## config.mk

```make
export PLATFORM = sky130hd
export DESIGN_NAME = uart_tx_fifo
export DESIGN_NICKNAME = d
export VERILOG_FILES = /design/src/rtl/uart_tx_fifo.sv
export SDC_FILE = /design/constraint.sdc
export NUM_CORES = 1
export LEC_CHECK = 0
export CORE_UTILIZATION = 55
export CTS_CLUSTER_DIAMETER = 40
export CTS_CLUSTER_SIZE = 8
export DETAILED_ROUTE_END_ITERATION = 12
export PLACE_DENSITY = 0.75
export SLEW_MARGIN = 20
export SYNTH_ARGS = -nofsm -noshare
export SYNTH_HDL_FRONTEND = slang
export SYNTH_SLANG_ARGS = --single-unit
```

## constraint.sdc

```tcl
create_clock -name clk -period 3.76 [get_ports clk]
set_input_delay 0.376 -clock clk [delete_from_list [all_inputs] [get_ports clk]]
set_output_delay 0.376 -clock clk [all_outputs]
set_load 0.005 [all_outputs]
```

## src/rtl/uart_tx_fifo.sv

```systemverilog
// UART transmitter with a TX FIFO and a programmable baud tick generator.
// Frames carry 5..DATA_W data bits, optional even/odd parity and 1 or 2 stop bits.
module uart_tx_fifo #(
    parameter int DATA_W     = 9,
    parameter int FIFO_DEPTH = 8,
    parameter int OVS        = 16
) (
    input  logic                            clk,
    input  logic                            rst,
    input  logic [15:0]                     cfg_div,
    input  logic                            cfg_txen,
    input  logic [3:0]                      cfg_dbits,
    input  logic                            cfg_pen,
    input  logic                            cfg_podd,
    input  logic                            cfg_nstop,
    input  logic                            tx_valid,
    input  logic [DATA_W-1:0]               tx_data,
    output logic                            tx_ready,
    output logic [$clog2(FIFO_DEPTH+1)-1:0] tx_level,
    output logic                            tx_busy,
    output logic                            uart_txd
);

    localparam int AW = $clog2(FIFO_DEPTH);
    localparam int LW = $clog2(FIFO_DEPTH + 1);
    localparam int SW = $clog2(OVS);

    typedef enum logic [2:0] {
        IDLE,
        START,
        DATA,
        PARITY,
        STOP
    } state_t;

    state_t state;

    logic [DATA_W-1:0] mem [FIFO_DEPTH];
    logic [AW-1:0]     wr_ptr;
    logic [AW-1:0]     rd_ptr;
    logic              push;
    logic              pop;

    logic [3:0]        dbits_c;
    logic [DATA_W-1:0] head;
    logic [DATA_W-1:0] mask;
    logic [DATA_W-1:0] masked;

    logic [DATA_W-1:0] shreg;
    logic [3:0]        f_dbits;
    logic              f_pen;
    logic              f_nstop;
    logic              f_par;
    logic [3:0]        bit_cnt;
    logic              stop_cnt;

    logic [15:0]       tick_cnt;
    logic [SW-1:0]     smp_cnt;
    logic              tick;
    logic              bit_end;

    assign tx_ready = (tx_level != LW'(FIFO_DEPTH));
    assign push     = tx_valid && tx_ready;
    assign pop      = (state == IDLE) && cfg_txen && (tx_level != '0);
    assign tx_busy  = (state != IDLE);
    assign head     = mem[rd_ptr];

    // NOTE: storage array is not reset; the pointers and level alone define which entries are valid.
    always_ff @(posedge clk) begin
        if (push) begin
            mem[wr_ptr] <= tx_data;
        end
    end

    // NOTE: sequential state uses non-blocking assignments so every register sees pre-edge values.
    always_ff @(posedge clk or posedge rst) begin
        if (rst) begin
            wr_ptr   <= '0;
            rd_ptr   <= '0;
            tx_level <= '0;
        end else begin
            if (push) begin
                wr_ptr <= wr_ptr + 1'b1;
            end
            if (pop) begin
                rd_ptr <= rd_ptr + 1'b1;
            end
            case ({push, pop})
                2'b10:   tx_level <= tx_level + 1'b1;
                2'b01:   tx_level <= tx_level - 1'b1;
                default: tx_level <= tx_level;
            endcase
        end
    end

    // NOTE: every variable gets a default first so this always_comb never infers a latch.
    always_comb begin
        dbits_c = cfg_dbits;
        if (cfg_dbits < 4'd5) begin
            dbits_c = 4'd5;
        end else if (cfg_dbits > 4'(DATA_W)) begin
            dbits_c = 4'(DATA_W);
        end
    end

    // Unused upper data bits are zeroed so parity only covers transmitted bits.
    always_comb begin
        mask = '0;
        for (int i = 0; i < DATA_W; i++) begin
            if (i < int'(dbits_c)) begin
                mask[i] = 1'b1;
            end
        end
    end

    assign masked  = head & mask;
    assign tick    = (tick_cnt >= cfg_div);
    assign bit_end = tick && (smp_cnt == SW'(OVS - 1));

    always_ff @(posedge clk or posedge rst) begin
        if (rst) begin
            state    <= IDLE;
            uart_txd <= 1'b1;
            shreg    <= '0;
            f_dbits  <= 4'd5;
            f_pen    <= 1'b0;
            f_nstop  <= 1'b0;
            f_par    <= 1'b0;
            bit_cnt  <= '0;
            stop_cnt <= 1'b0;
            tick_cnt <= '0;
            smp_cnt  <= '0;
        end else begin
            if (state == IDLE) begin
                tick_cnt <= '0;
                smp_cnt  <= '0;
            end else if (tick) begin
                tick_cnt <= '0;
                smp_cnt  <= (smp_cnt == SW'(OVS - 1)) ? '0 : smp_cnt + 1'b1;
            end else begin
                tick_cnt <= tick_cnt + 1'b1;
            end

            case (state)
                IDLE: begin
                    uart_txd <= 1'b1;
                    if (pop) begin
                        state    <= START;
                        uart_txd <= 1'b0;
                        shreg    <= masked;
                        f_dbits  <= dbits_c;
                        f_pen    <= cfg_pen;
                        f_nstop  <= cfg_nstop;
                        f_par    <= (^masked) ^ cfg_podd;
                    end
                end
                START: begin
                    if (bit_end) begin
                        state    <= DATA;
                        uart_txd <= shreg[0];
                        shreg    <= shreg >> 1;
                        bit_cnt  <= '0;
                    end
                end
                DATA: begin
                    if (bit_end) begin
                        if (bit_cnt == f_dbits - 4'd1) begin
                            if (f_pen) begin
                                state    <= PARITY;
                                uart_txd <= f_par;
                            end else begin
                                state    <= STOP;
                                uart_txd <= 1'b1;
                                stop_cnt <= 1'b0;
                            end
                        end else begin
                            bit_cnt  <= bit_cnt + 4'd1;
                            uart_txd <= shreg[0];
                            shreg    <= shreg >> 1;
                        end
                    end
                end
                PARITY: begin
                    if (bit_end) begin
                        state    <= STOP;
                        uart_txd <= 1'b1;
                        stop_cnt <= 1'b0;
                    end
                end
                STOP: begin
                    if (bit_end) begin
                        if (f_nstop && !stop_cnt) begin
                            stop_cnt <= 1'b1;
                        end else begin
                            state    <= IDLE;
                            uart_txd <= 1'b1;
                        end
                    end
                end
                default: begin
                    state    <= IDLE;
                    uart_txd <= 1'b1;
                end
            endcase
        end
    end

endmodule

```

==> flow_summary.toml <==
[run_status]
outcome = "complete, no violations"

[synth]
synth_edf_count = 72
synth_cells = 467
syn_nets = 529
yosys_warnings = 0
synth-seq-area-share = 0.578
syn_area_per_cell_um2 = 13.1
async_flop_share = 0.433
synth-seq-cells = 127
synth_flop_cell = "edfxtp_1"
synth_cell_type_count = 54
syn_area_um2 = 6130

[detailed_routing]
route.vias.total = 3750
viasPerCell = 5.55
routedWlPerCell_um = 16.7
wl_um = 11300
dr.pass1.iters = 4
drcViolationCount = 0
drtIter0Drc = 160
ant_nets = 0

[sta]
period_share = 0.887
finalHoldViolations = 0
grt_setup_unrepaired = "false"
worst_pin_slew_ns = 1.05
hold_ws_ns = 0.289
slew_headroom = 0.299
drv_slew = 0
fin_crit_ns = 3.34
setup_violations = 0
skew_ns = 0.0115
fmax_ghz = 0.300
setup_tns_ns = 0

[clock_tree]
post_cts_buffers = 0
cts_buffers = 17
clock_path_buffers = 2
cts_tree = "built"
cts_resized = 0
cts.sinks = 127
path_clk_slew_ns = 0.06
cts-root-buf = "clkbuf_8"
cts.htree.levels = 4
clock_latency_ns = 0.53
cts_hold_buf = 0

[finish]
final_common_cell = "edfxtp_1"
final_layout_size_suffix_gt1_frac = 0.127
utilization = 0.668
area_delta_synth_final_pct = 18.1
diodes = 0
fin_nets = 585
final_cell_mix = "edfxtp_1 (72), dfrtp_1 (52), nand2_1 (46)"

[worst_setup_path]
cp-end-kind = "flop"
critPathMaxFanout = 10
crit_cells = 10
arrival_ns = 3.75
path_common_cell = "ha_1"
cp_num_buf_inv = 1
cp_slowest_cell = "o41ai_1"
cp_cell_sequence = "o41ai_1, or2_2, clkinv_1, ha_1, ha_1, a21o_1, a21oi_1, xnor2_1, nor2_1, xor2_1"
max_stage_delay_ns = 0.79
crit_type = "reg -> reg"
r2r.worst_path.cells = 10
cp_top_family = "compound AO/OA/AOI/OAI gates"
worstPathRequired_ns = 4.17
start_kind = "flop"

[global_routing]
grt_max_degree = 35
grt.total_usage = 0.223
antenna_found_initial = 0
grt_pass1_vias = 3834
grt_first_pass_wirelength_um = 18800
overflow = 0

[floorplan]
initial_core_util = 0.565
dieWidth_um = 108
core_um2 = 10800
dieArea_um2 = 11600
num_rows = 38
die_y_um = 108
io_pins = 43

[power_and_ir_drop]
p_int_uw = 2770
p_per_area_nw_per_um2 = 527
power_leakage_uw = 0.00290
peakVddDrop_mv = 0.414
clockPowerShare = 0.376
fin_total_pwr_uw = 3820
sw_frac_of_total = 0.275
pwr-share-comb = 0.154
power_switching_uw = 1050
pwr-share-seq = 0.470

[hold_path]
hold_path_class = "in -> async"

[place]
port_buffers = 42
hpwl_um = 7790
place_congestion = 0.795

[run]
maxCapViolCount = 0
## metal layers
| metal | vias to the layer above | global-route usage | routed length [µm] |
|---|---|---|---|
| li1 | 1822 | - | - |
| met3 | 16 | 0.0515 | 360 |
| met1 | 1845 | 0.262 | 4930 |
| met5 | - | 0 | 0 |
| met4 | 0 | 0.112 | 233 |
| met2 | 67 | 0.382 | 5790 |
## synth_stat cells, types with 3 or more instances
| cell | instances | area share |
|---|---|---|
| edfxtp_1 | 72 | 0.35 |
| and3_1 | 6 | 0.0061 |
| nand2b_1 | 10 | 0.010 |
| inv_1 | 28 | 0.017 |
| nor3_1 | 8 | 0.0065 |
| xnor2_1 | 24 | 0.034 |
| dfrtp_1 | 52 | 0.21 |
| ha_1 | 25 | 0.051 |
| xor2_1 | 12 | 0.017 |
| nand4_1 | 4 | 0.0041 |
| dfstp_2 | 3 | 0.013 |
| nand3_1 | 9 | 0.0073 |
| nor2_1 | 37 | 0.023 |
| mux2i_1 | 10 | 0.016 |
| o21ai_0 | 17 | 0.014 |
| nor2b_1 | 4 | 0.0041 |
| clkbuf_1 | 6 | 0.0037 |
| mux2_2 | 15 | 0.028 |
| nand2_1 | 46 | 0.028 |
| a21oi_1 | 18 | 0.015 |
| buf_2 | 4 | 0.0033 |
| mux4_1 | 17 | 0.073 |
## worst reg2reg max path: stages, from the launching register on
cell      delay, ns
dfrtp_1        0.43
o41ai_1        0.79
or2_2          0.36
clkinv_1       0.31
ha_1           0.33
ha_1           0.29
a21o_1         0.16
a21oi_1        0.20
xnor2_1        0.15
nor2_1         0.07
xor2_1         0.14
## path summary, 6_finish.rpt
kind | end | start | slack (ns)
max in group asynchronous | f_dbits[0]$_DFFE_PP1P_ | rst | 2.65
hold reg to reg | f_nstop$_DFFE_PP0P_ | f_nstop$_DFFE_PP0P_ | 0.49
min in group clk | f_pen$_DFFE_PP0P_ | cfg_pen | 0.45
setup reg to reg | tx_level[3]$_DFFE_PP0P_ | tx_level[2]$_DFFE_PP0P_ | 0.42
setup / recovery | tx_level[3]$_DFFE_PP0P_ | tx_level[2]$_DFFE_PP0P_ | 0.42
hold / removal | tick_cnt[3]$_DFF_PP0_ | rst | 0.29
## stage by stage
stage          worst slack (ns)  cells  cell area (µm²)
6_report                  0.425    676             7240
3_3_place_gp              0.553    644             6720
2_1_floorplan              1.02    467             6130
4_1_cts                   0.416    676             7240
5_1_grt                   0.209    676             7240
3_5_place_dp              0.441    644             6720
## final cells by class
class,count,area (µm²)
clock inverter,15,111
inverter,29,109
sequential,127,3540
timing repair buffer,50,480
fill,802,3600
clock buffer,17,414
multi-input combinational,298,2410
tap,140,175
## power groups by stage
stage                     logic (µW)  clock network [µW]  registers [µW]
final                            587                1430            1790
after global routing             652                1520            1820
after CTS                        596                1460            1790
after detailed placement         595                   0            1820
after global placement           561                   0            1810
after floorplan                  364                   0            1780
## state kept, by name, indices dropped and copies added, names as in the netlist, 4 cells and up
register,flops
bit_cnt,4
f_dbits,4
mem,72
shreg,9
smp_cnt,4
tick_cnt,16
tx_level,4
## kinds of logic (layout without fill, tap and decap cells)
group                    Yosys count  count (layout)  share of synthesized area
AO/OA/AOI/OAI                     60              60                     0.0631
AND/OR/NAND/NOR                  132             132                     0.0992
flip-flops                       127             127                      0.578
XOR/XNOR                          37              37                     0.0541
buffers and inverters             42             111                     0.0310
multiplexers                      43              43                      0.120
adder cells (fa/ha/maj)           26              26                     0.0543
Note: power is estimated with default switching activity, not from simulation.
